### config.mk
export PLATFORM = sky130hd
export DESIGN_NAME = transmitter_fsm
export DESIGN_NICKNAME = d
export VERILOG_FILES = /design/src/rtl/uart_pkg.sv /design/src/rtl/transmitter_fsm.sv
export SDC_FILE = /design/constraint.sdc
export NUM_CORES = 1
export LEC_CHECK = 0
export ABC_AREA = 1
export ABC_CLOCK_PERIOD_IN_PS = 1300
export CORE_AREA = 5 5 62 64
export CTS_CLUSTER_DIAMETER = 50
export DETAILED_ROUTE_END_ITERATION = 16
export DIE_AREA = 0 0 67 69
export GPL_ROUTABILITY_DRIVEN = 0
export PLACE_DENSITY = 0.8
export SYNTH_ARGS = -nofsm -noshare
export SYNTH_HDL_FRONTEND = slang
export SYNTH_SLANG_ARGS = --single-unit
export TNS_END_PERCENT = 50
### constraint.sdc
create_clock -name clk -period 1.3 [get_ports clk]
set_input_delay 0.13 -clock clk [delete_from_list [all_inputs] [get_ports clk]]
set_output_delay 0.13 -clock clk [all_outputs]
set_load 0.005 [all_outputs]
### src/rtl/uart_pkg.sv
// Shared UART definitions: FSM state encoding, parity modes and oversampling.
package uart_pkg;

  localparam int OVERSAMPLE = 16;

  typedef enum logic [2:0] {
    ST_IDLE   = 3'd0,
    ST_START  = 3'd1,
    ST_DATA   = 3'd2,
    ST_PARITY = 3'd3,
    ST_STOP   = 3'd4
  } uart_state_t;

  localparam logic [1:0] PAR_NONE = 2'b00;
  localparam logic [1:0] PAR_EVEN = 2'b01;
  localparam logic [1:0] PAR_ODD  = 2'b10;

endpackage

### src/rtl/transmitter_fsm.sv
// UART serial transmitter: start bit, 7/8 data bits LSB-first, optional
// parity, 1/2 stop bits, each bit held for OVERSAMPLE baud ticks.
//
// state     | meaning
// ----------+------------------------------------------------
// ST_IDLE   | line high, waiting for tx_start
// ST_START  | driving the start bit (low)
// ST_DATA   | driving shift[0]; n_cnt is the data bit index
// ST_PARITY | driving the parity bit latched at acceptance
// ST_STOP   | driving stop bit(s); n_cnt counts stop bits
module transmitter_fsm
  import uart_pkg::*;
#(
  parameter int OVERSAMPLE = uart_pkg::OVERSAMPLE
) (
  input  logic       clk,
  input  logic       rst,
  input  logic       bd_tick,
  input  logic       tx_start,
  input  logic [7:0] d_in,
  input  logic       D_num,
  input  logic       S_num,
  input  logic [1:0] Par,
  output logic       tx,
  output logic       tx_done,
  output logic       is_active
);

  localparam int CW = (OVERSAMPLE > 1) ? $clog2(OVERSAMPLE) : 1;
  localparam logic [CW-1:0] S_LAST = CW'(OVERSAMPLE - 1);

  uart_state_t state, state_nxt;
  logic [CW-1:0] s_cnt, s_cnt_nxt;
  logic [2:0]    n_cnt, n_cnt_nxt;
  logic [7:0]    shift, shift_nxt;
  logic          par_bit, par_bit_nxt;
  logic          d_num_q, d_num_nxt;
  logic          s_num_q, s_num_nxt;
  logic [1:0]    par_q, par_nxt;
  logic          tx_nxt, done_nxt;
  logic          bit_end;
  logic          has_par;
  logic [2:0]    last_bit;
  logic [7:0]    d_masked;

  assign bit_end   = bd_tick && (s_cnt == S_LAST);
  assign has_par   = (par_q == PAR_EVEN) || (par_q == PAR_ODD);
  assign last_bit  = d_num_q ? 3'd7 : 3'd6;
  assign d_masked  = {D_num & d_in[7], d_in[6:0]};
  assign is_active = (state != ST_IDLE);

  // State register plus frame datapath and registered outputs.
  always_ff @(posedge clk) begin
    if (rst) begin
      state   <= ST_IDLE;
      s_cnt   <= '0;
      n_cnt   <= '0;
      shift   <= '0;
      par_bit <= 1'b0;
      d_num_q <= 1'b0;
      s_num_q <= 1'b0;
      par_q   <= PAR_NONE;
      tx      <= 1'b1;
      tx_done <= 1'b0;
    end else begin
      state   <= state_nxt;
      s_cnt   <= s_cnt_nxt;
      n_cnt   <= n_cnt_nxt;
      shift   <= shift_nxt;
      par_bit <= par_bit_nxt;
      d_num_q <= d_num_nxt;
      s_num_q <= s_num_nxt;
      par_q   <= par_nxt;
      tx      <= tx_nxt;
      tx_done <= done_nxt;
    end
  end

  // Next-state logic: bit timing, bit sequencing and frame acceptance.
  always_comb begin
    state_nxt   = state;
    s_cnt_nxt   = s_cnt;
    n_cnt_nxt   = n_cnt;
    shift_nxt   = shift;
    par_bit_nxt = par_bit;
    d_num_nxt   = d_num_q;
    s_num_nxt   = s_num_q;
    par_nxt     = par_q;
    done_nxt    = 1'b0;

    if ((state != ST_IDLE) && bd_tick)
      s_cnt_nxt = bit_end ? '0 : s_cnt + 1'b1;

    case (state)
      ST_IDLE: begin
        // A start coinciding with the done pulse is dropped on purpose.
        if (tx_start && !tx_done) begin
          state_nxt   = ST_START;
          s_cnt_nxt   = '0;
          n_cnt_nxt   = '0;
          shift_nxt   = d_masked;
          par_bit_nxt = (^d_masked) ^ (Par == PAR_ODD);
          d_num_nxt   = D_num;
          s_num_nxt   = S_num;
          par_nxt     = Par;
        end
      end
      ST_START: begin
        if (bit_end) begin
          state_nxt = ST_DATA;
          n_cnt_nxt = '0;
        end
      end
      ST_DATA: begin
        if (bit_end) begin
          if (n_cnt == last_bit) begin
            state_nxt = has_par ? ST_PARITY : ST_STOP;
            n_cnt_nxt = '0;
          end else begin
            n_cnt_nxt = n_cnt + 3'd1;
            shift_nxt = {1'b0, shift[7:1]};
          end
        end
      end
      ST_PARITY: begin
        if (bit_end) begin
          state_nxt = ST_STOP;
          n_cnt_nxt = '0;
        end
      end
      ST_STOP: begin
        if (bit_end) begin
          if (s_num_q && (n_cnt == 3'd0)) begin
            n_cnt_nxt = 3'd1;
          end else begin
            state_nxt = ST_IDLE;
            n_cnt_nxt = '0;
            done_nxt  = 1'b1;
          end
        end
      end
      default: state_nxt = ST_IDLE;
    endcase
  end

  // Output decode from the upcoming state so tx leaves a flop glitch-free.
  always_comb begin
    tx_nxt = 1'b1;
    case (state_nxt)
      ST_IDLE:   tx_nxt = 1'b1;
      ST_START:  tx_nxt = 1'b0;
      ST_DATA:   tx_nxt = shift_nxt[0];
      ST_PARITY: tx_nxt = par_bit_nxt;
      ST_STOP:   tx_nxt = 1'b1;
      default:   tx_nxt = 1'b1;
    endcase
  end

endmodule

==> impl_metrics.prom, run 1 <==
# TYPE chip_impl_metric gauge
chip_impl_metric{name="fraction_of_the_yosys_area_taken_by_sequential_cells",unit="%"} 33.6
chip_impl_metric{name="wl_per_cell",unit="um"} 13.0
chip_impl_metric{name="synth-edff-count",unit=""} 0
chip_impl_metric{name="rows",unit=""} 21
chip_impl_metric{name="dieHeight",unit="um"} 69
chip_impl_metric{name="route.final.wire_length",unit="um"} 4450
chip_impl_metric{name="worst_slew_margin_rel",unit="%"} 76.8
chip_impl_metric{name="ant_nets",unit=""} 0
chip_impl_metric{name="final_hold_viol_count",unit=""} 0
chip_impl_metric{name="multiInputGateArea",unit="um^2"} 960
chip_impl_metric{name="dpl_cell_area",unit="um^2"} 2050
chip_impl_metric{name="htree_num_levels",unit=""} 1
chip_impl_metric{name="die_ar",unit="um^2"} 4620
chip_impl_metric{name="detailedRoute.firstPassIterationCount",unit=""} 4
chip_impl_metric{name="yosys.cell_types.count",unit=""} 29
chip_impl_info{name="synthFlopType",value="sky130_fd_sc_hd__dfxtp_1"} 1
chip_impl_info{name="synth_top_cell_by_area",value="sky130_fd_sc_hd__dfxtp_1"} 1
chip_impl_info{name="clk_root_buffer_cell",value="sky130_fd_sc_hd__clkbuf_4"} 1
chip_impl_metric{name="fmaxAchievable",unit="MHz"} 654
chip_impl_metric{name="finalInstanceArea",unit="um^2"} 2320
chip_impl_metric{name="antennaDiodeCount",unit=""} 0
chip_impl_metric{name="wire_length_of_the_first_global_routing_pass",unit="um"} 6530
chip_impl_metric{name="layout_min_cycle_time",unit="ns"} 1.53
chip_impl_metric{name="final.period_utilization",unit="%"} 118
chip_impl_metric{name="avg_vias_per_cell",unit=""} 5.03
chip_impl_info{name="synth_top_cells_by_count",value="sky130_fd_sc_hd__nand2_1, sky130_fd_sc_hd__inv_1, sky130_fd_sc_hd__nor2_1"} 1
chip_impl_info{name="failing_checks",value="setup timing"} 1
chip_impl_metric{name="cts-hold-fix-buffers",unit=""} 0
chip_impl_metric{name="async_flop_share",unit="%"} 0
chip_impl_metric{name="initial_core_util",unit="%"} 46.0
chip_impl_metric{name="route.detailed.drc",unit=""} 0
chip_impl_info{name="min-delay-path-class",value="in -> reg"} 1
chip_impl_info{name="worst-setup-path-type",value="reg -> reg"} 1
chip_impl_metric{name="cts_made_buffers",unit=""} 3
chip_impl_metric{name="core_region_area",unit="um^2"} 3230
chip_impl_metric{name="mappedNetlistArea",unit="um^2"} 1490
chip_impl_metric{name="area.sequential",unit="um^2"} 513
chip_impl_metric{name="postSynthCellCount",unit=""} 225
chip_impl_metric{name="drive_above_1_share",unit="%"} 36.6
chip_impl_metric{name="cts_buffer_depth",unit=""} 2
chip_impl_metric{name="power_per_cell_area",unit="nW/um^2"} 720
chip_impl_metric{name="drtIter0Drc",unit=""} 68
chip_impl_metric{name="syn_avg_cell_area",unit="um^2"} 6.61
chip_impl_metric{name="worst-endpoint-required",unit="ns"} 1.52
chip_impl_metric{name="max_cap_viol_count",unit=""} 0
chip_impl_info{name="cts_tree",value="done"} 1
chip_impl_metric{name="cts.clk_slew.worst_paths",unit="ns"} 0.14
chip_impl_metric{name="global_route.overflow_total",unit=""} 0
chip_impl_metric{name="ys_seq_elements",unit=""} 25
chip_impl_metric{name="area_growth_syn_to_layout",unit="%"} 55.8
chip_impl_metric{name="fill_cells",unit=""} 243
chip_impl_metric{name="yosys.area.top_type_share",unit="%"} 33.6
chip_impl_metric{name="synthesis.nets",unit=""} 244
chip_impl_metric{name="buffer_ports.inserted",unit=""} 18
chip_impl_metric{name="setup_ws",unit="ns"} -0.228
chip_impl_metric{name="number_of_global_route_vias_before_repair",unit=""} 1605
chip_impl_metric{name="worstPathArrival",unit="ns"} 1.74
chip_impl_metric{name="finalSetupViolCount",unit=""} 18
chip_impl_metric{name="finalHoldWorstSlack",unit="ns"} 0.372
chip_impl_info{name="unrepaired_setup_endpoints_after_global_routing",value="yes"} 1
chip_impl_metric{name="critical_path_peak_fanout",unit=""} 7
chip_impl_info{name="synth.area.top_cells",value="sky130_fd_sc_hd__dfxtp_1, sky130_fd_sc_hd__nand2_1, sky130_fd_sc_hd__inv_1"} 1
chip_impl_metric{name="clock_sinks",unit=""} 25
chip_impl_metric{name="finalNetCount",unit=""} 315
chip_impl_info{name="setup.worst_path.start_class",value="flop"} 1
chip_impl_info{name="result_of_the_run",value="complete, but fails checks"} 1
chip_impl_metric{name="post_detail_place_hpwl",unit="um"} 2780
chip_impl_info{name="synthMostInstantiatedCell",value="sky130_fd_sc_hd__nand2_1"} 1
chip_impl_info{name="timing.critical_path.to_type",value="flop"} 1
chip_impl_metric{name="leakage",unit="uW"} 0.00112
chip_impl_metric{name="slew_viol_final",unit=""} 0
chip_impl_metric{name="design.portCount",unit=""} 19
chip_impl_metric{name="max-vdd-ir-drop",unit="uV"} 468
chip_impl_metric{name="grt_max_degree",unit=""} 17
chip_impl_metric{name="globalRouteTotalUtil",unit="%"} 17.5
chip_impl_metric{name="worst_case_clock_skew",unit="ns"} 0.00217
chip_impl_metric{name="yosys_warnings",unit=""} 0
chip_impl_metric{name="final_core_util",unit="%"} 71.7
chip_impl_metric{name="max_slew.worst_pin.slew",unit="ns"} 0.345
chip_impl_metric{name="dr_total_vias",unit=""} 1715
chip_impl_metric{name="clock_insertion_delay_worst_skew",unit="ns"} 0.32
chip_impl_metric{name="antenna_found_initial",unit=""} 0
chip_impl_metric{name="die-width",unit="um"} 67
## layout by cell type, fill, tap and decap left out, drive strengths merged, types with 3 or more instances in the layout
cell type,n
a21oi,22
buf,52
clkbuf,4
clkdlybuf4s50,15
dfxtp,25
ha,3
inv,39
nand2,54
nand3,21
nor2,32
o21ai,8
o22ai,6
## final timing paths
path | startpoint | endpoint | slack, ns | cells past startpoint
max | s_cnt[1] | shift[3] | -0.23 | 8
min | Par[0] | par_q[0] | 0.37 | 3
max reg2reg | s_cnt[1] | shift[3] | -0.23 | 8
min reg2reg | shift[7] | shift[7] | 0.49 | 2
## power by group
part	total, uW	internal [uW]	switching [uW]	leakage [uW]
sequential	834	807	26.8	0.000209
combinational	480	233	247	0.000895
clock	355	120	235	0.0000150
## repair_timing
item / 4_1_cts / 5_1_grt
pin swaps: 7 / 9
gates resized for setup: 19 / 35
setup buffers: 8 / 3
endpoints found under the setup margin: 20 / 28
## metal layers
layer	routed length (um)	vias up	global-route usage [%]
li1	-	858	-
met1	1820	799	21.2
met2	2290	42	30.7
met3	174	16	1.95
met4	172	0	6.98
met5	0	-	0
## final cells by class
cell class / instances / area share [%]
Tap cell: 46 / 2.48
Clock buffer: 4 / 1.13
Inverter: 39 / 6.75
Timing Repair Buffer: 69 / 26.1
Sequential cell: 25 / 22.1
Multi-Input combinational cell: 158 / 41.4
## cell families after synthesis
logic type	share of synthesized area, %
buffers and inverters	11.1
DFF	33.6
xor gates and xnor gates	1.18
AOI/OAI and AO/OA	17.8
and+or+nand+nor	33.7
adders and majority gates	2.52
## state kept, by name (all words and copies together) (netlist names)
signal	flops
s_num_q	1
par_bit	1
d_num_q	1
tx_done	1
n_cnt	3
par_q	2
tx	1
s_cnt	4
shift	8
state	3
## stage by stage
step	cells	setup WS [ns]	power, uW	TNS, ns
floorplan	225	-0.0842	1070	-0.641
global placement	327	-0.331	1240	-5.24
detailed placement	327	-0.380	1260	-5.89
CTS	339	-0.158	1610	-1.77
global route	341	-0.337	1750	-4.31
finish	341	-0.228	1670	-2.24
## critical path: stages, from the launching register on
cell	delay, ns
sky130_fd_sc_hd__dfxtp_2	0.38
sky130_fd_sc_hd__ha_4	0.15
sky130_fd_sc_hd__nand2_4	0.06
sky130_fd_sc_hd__nor2_8	0.17
sky130_fd_sc_hd__inv_4	0.06
sky130_fd_sc_hd__a21oi_4	0.19
sky130_fd_sc_hd__o211ai_4	0.17
sky130_fd_sc_hd__a21oi_1	0.18
sky130_fd_sc_hd__nor2_1	0.07
Note: power is estimated with default switching activity, not from simulation.
==> run 2, diff against run 1 <==
--- a/config.mk
+++ b/config.mk
@@ -9,10 +9,11 @@
 export ABC_CLOCK_PERIOD_IN_PS = 1300
 export CORE_AREA = 5 5 62 64
 export CTS_CLUSTER_DIAMETER = 50
+export CTS_CLUSTER_SIZE = 28
 export DETAILED_ROUTE_END_ITERATION = 16
 export DIE_AREA = 0 0 67 69
 export GPL_ROUTABILITY_DRIVEN = 0
-export PLACE_DENSITY = 0.8
+export PLACE_DENSITY = 0.79
 export SYNTH_ARGS = -nofsm -noshare
 export SYNTH_HDL_FRONTEND = slang
 export SYNTH_SLANG_ARGS = --single-unit
==> impl_metrics.prom, run 2 (synthesized netlist as in run 1, its figures left out) <==
# TYPE chip_impl_metric gauge
chip_impl_info{name="result_of_the_run",value="complete, but fails checks"} 1
chip_impl_info{name="failing_checks",value="setup timing"} 1
chip_impl_metric{name="ff2ff_path_depth",unit=""} 7
chip_impl_info{name="min-delay-path-class",value="in -> reg"} 1
chip_impl_metric{name="route.detailed.drc",unit=""} 0
chip_impl_metric{name="max_cap_viol_count",unit=""} 0
chip_impl_metric{name="antennaDiodeCount",unit=""} 0
chip_impl_info{name="unrepaired_setup_endpoints_after_global_routing",value="yes"} 1
chip_impl_metric{name="worst-endpoint-required",unit="ns"} 1.53
chip_impl_metric{name="finalNetCount",unit=""} 315
chip_impl_metric{name="power.switching_fraction",unit="%"} 31.5
chip_impl_metric{name="power_per_cell_area",unit="nW/um^2"} 729
chip_impl_metric{name="wl_per_cell",unit="um"} 13.3
chip_impl_metric{name="setup_ws",unit="ns"} -0.277
chip_impl_metric{name="total_power",unit="uW"} 1690
chip_impl_metric{name="slew_viol_final",unit=""} 0
chip_impl_info{name="end_point_of_the_most_critical_hold_path",value="par_q[0]"} 1
chip_impl_info{name="r2r-end",value="shift[6]"} 1
chip_impl_info{name="rr_startpoint",value="s_cnt[3]"} 1
chip_impl_metric{name="dieHeight",unit="um"} 69
chip_impl_metric{name="wire_length_of_the_first_global_routing_pass",unit="um"} 6830
chip_impl_info{name="regMostFlops",value="shift"} 1
chip_impl_metric{name="max_slew.worst_pin.slew",unit="ns"} 0.338
chip_impl_info{name="hold_path.startpoint",value="Par[0]"} 1
chip_impl_metric{name="route.final.wire_length",unit="um"} 4530
chip_impl_metric{name="antenna_found_initial",unit=""} 0
chip_impl_metric{name="fill_cells",unit=""} 242
chip_impl_metric{name="final.period_utilization",unit="%"} 121
chip_impl_info{name="clk_root_buffer_cell",value="sky130_fd_sc_hd__clkbuf_4"} 1
chip_impl_metric{name="die-width",unit="um"} 67
chip_impl_metric{name="cts_buffer_depth",unit=""} 2
chip_impl_metric{name="worst_case_clock_skew",unit="ns"} 0.0109
chip_impl_info{name="cts_tree",value="done"} 1
chip_impl_metric{name="max-vdd-ir-drop",unit="uV"} 410
chip_impl_info{name="worst-setup-path-type",value="reg -> reg"} 1
chip_impl_info{name="setup.worst_path.start_class",value="flop"} 1
chip_impl_metric{name="die_ar",unit="um^2"} 4620
chip_impl_metric{name="power.switching",unit="uW"} 531
chip_impl_info{name="crit_family",value="compound AO/OA/AOI/OAI gates"} 1
chip_impl_metric{name="post_detail_place_hpwl",unit="um"} 2640
chip_impl_metric{name="fmaxAchievable",unit="MHz"} 634
chip_impl_metric{name="number_of_global_route_vias_before_repair",unit=""} 1624
chip_impl_metric{name="leakage",unit="uW"} 0.00110
chip_impl_info{name="layout_common_cells",value="sky130_fd_sc_hd__buf_4, sky130_fd_sc_hd__nand2_1, sky130_fd_sc_hd__inv_1"} 1
chip_impl_metric{name="drive_above_1_share",unit="%"} 39.3
chip_impl_metric{name="design.portCount",unit=""} 19
chip_impl_metric{name="clock_sinks",unit=""} 25
chip_impl_metric{name="initial_core_util",unit="%"} 46.0
chip_impl_metric{name="worst_slew_margin_rel",unit="%"} 77.4
chip_impl_metric{name="rows",unit=""} 21
chip_impl_metric{name="avg_vias_per_cell",unit=""} 5.09
chip_impl_metric{name="sequential_cell_fraction_of_total_power",unit="%"} 49.3
chip_impl_info{name="crit_chain",value="nand2_2, nor2_8, inv_4, a21oi_4, o211ai_4, a21oi_2, nor2_1"} 1
chip_impl_info{name="layout.cells.most_common",value="sky130_fd_sc_hd__buf_4"} 1
chip_impl_metric{name="worst_path_largest_cell_delay",unit="ns"} 0.42
chip_impl_metric{name="critical_path_peak_fanout",unit=""} 7
chip_impl_metric{name="cts.clk_slew.worst_paths",unit="ns"} 0.15
chip_impl_info{name="timing.critical_path.to_type",value="flop"} 1
chip_impl_info{name="top_regs",value="shift: 8 flops, s_cnt: 4 flops"} 1
chip_impl_metric{name="htree_num_levels",unit=""} 1
chip_impl_metric{name="largest_register_ff_count",unit=""} 8
chip_impl_metric{name="globalRouteTotalUtil",unit="%"} 18.5
chip_impl_metric{name="detailedRoute.firstPassIterationCount",unit=""} 4
chip_impl_metric{name="grt_max_degree",unit=""} 17
chip_impl_metric{name="buffer_ports.inserted",unit=""} 18
chip_impl_metric{name="clockPowerShare",unit="%"} 22.1
chip_impl_metric{name="finalSetupViolCount",unit=""} 15
chip_impl_metric{name="worstPathArrival",unit="ns"} 1.81
chip_impl_metric{name="area_growth_syn_to_layout",unit="%"} 55.8
chip_impl_metric{name="finalHoldWorstSlack",unit="ns"} 0.388
chip_impl_metric{name="setup_slack_on_the_worst_flop_to_flop_path",unit="ns"} -0.28
chip_impl_metric{name="drtIter0Drc",unit=""} 125
chip_impl_metric{name="crit_buf_inv",unit=""} 1
chip_impl_metric{name="ant_nets",unit=""} 0
chip_impl_metric{name="power_internal",unit="uW"} 1160
chip_impl_metric{name="post_layout_nonfiller_instances",unit=""} 341
chip_impl_metric{name="comb_power_share",unit="%"} 28.6
chip_impl_metric{name="cts_made_buffers",unit=""} 3
chip_impl_metric{name="global_route.overflow_total",unit=""} 0
chip_impl_metric{name="dr_total_vias",unit=""} 1734
chip_impl_metric{name="placed_cells",unit=""} 327
chip_impl_metric{name="clock_insertion_delay_worst_skew",unit="ns"} 0.34
chip_impl_metric{name="core_region_area",unit="um^2"} 3230
chip_impl_info{name="critPathSlowestCell",value="sky130_fd_sc_hd__dfxtp_1"} 1
chip_impl_metric{name="min_delay_path_depth",unit=""} 3
chip_impl_metric{name="layout_min_cycle_time",unit="ns"} 1.58
chip_impl_metric{name="final_hold_viol_count",unit=""} 0
chip_impl_metric{name="totalNegativeSetupSlack",unit="ns"} -2.53
-- run 2: changes by cell type in the layout (fill, tap and decap cells not counted), sizes merged --
cell          before  now
clkinv             0    1
nor2              32   33
dlygate4sd2        0    1
buf               52   50
dlymetal6s2s       2    1
-- run 2: power by group through the flow --
stage / Sequential (uW) / Clock [uW] / Combinational, uW
floorplan: 845 / 0 / 226
global placement: 846 / 0 / 398
detailed placement: 847 / 0 / 410
CTS: 831 / 363 / 442
global route: 838 / 407 / 529
finish: 833 / 372 / 483
-- run 2: repair_timing --
action | in CTS | in global routing
endpoints found under the setup margin | 18 | 26
cloned | 1 | 0
buffers inserted | 6 | 3
gates resized for setup | 30 | 26
hold buffers | 0 | 0
pin swaps | 14 | 1
-- run 2: area by class of cell --
class	count	area, um^2	share of cell area [%]
Clock buffer	3	22.5	0.972
Clock inverter	1	5.00	0.216
Inverter	39	154	6.64
Multi-Input combinational cell	159	996	43.0
Sequential cell	25	515	22.2
Tap cell	46	57.6	2.48
Timing Repair Buffer	68	567	24.5
-- run 2: worst max-delay path by stage --
| stage | startpoint | slack, ns | endpoint | cells after the start |
|---|---|---|---|---|
| after global routing | s_cnt[3] | -0.33 | shift[6] | 7 |
| after detailed placement | bd_tick | -0.38 | shift[1] | 8 |
| final | s_cnt[3] | -0.28 | shift[6] | 7 |
| after floorplan | s_cnt[1] | -0.08 | shift[1] | 8 |
| after global placement | bd_tick | -0.33 | shift[1] | 8 |
| after CTS | s_cnt[0] | -0.15 | shift[2] | 8 |
-- run 2: metrics by stage --
step / worst slack (ns) / utilization, % / instance area [um^2]
2_1_floorplan: -0.0842 / - / 1520
3_3_place_gp: -0.327 / 63.3 / 2050
3_5_place_dp: -0.382 / 63.3 / 2050
4_1_cts: -0.150 / 68.4 / 2210
5_1_grt: -0.327 / 71.7 / 2320
6_report: -0.277 / 71.7 / 2320
-- run 2: worst register-to-register path, cell delays in order (launching register included) --
cell                       delay (ns)
sky130_fd_sc_hd__dfxtp_1         0.42
sky130_fd_sc_hd__nand2_2         0.14
sky130_fd_sc_hd__nor2_8          0.21
sky130_fd_sc_hd__inv_4           0.07
sky130_fd_sc_hd__a21oi_4         0.19
sky130_fd_sc_hd__o211ai_4        0.17
sky130_fd_sc_hd__a21oi_2         0.20
sky130_fd_sc_hd__nor2_1          0.07
-- run 2: layer usage --
metal / vias to the layer above / routed length [um] / global-route usage [%]
li1: 861 / - / -
met1: 776 / 1840 / 22.7
met2: 78 / 2260 / 31.1
met3: 19 / 311 / 3.57
met4: 0 / 120 / 7.21
met5: - / 0 / 0
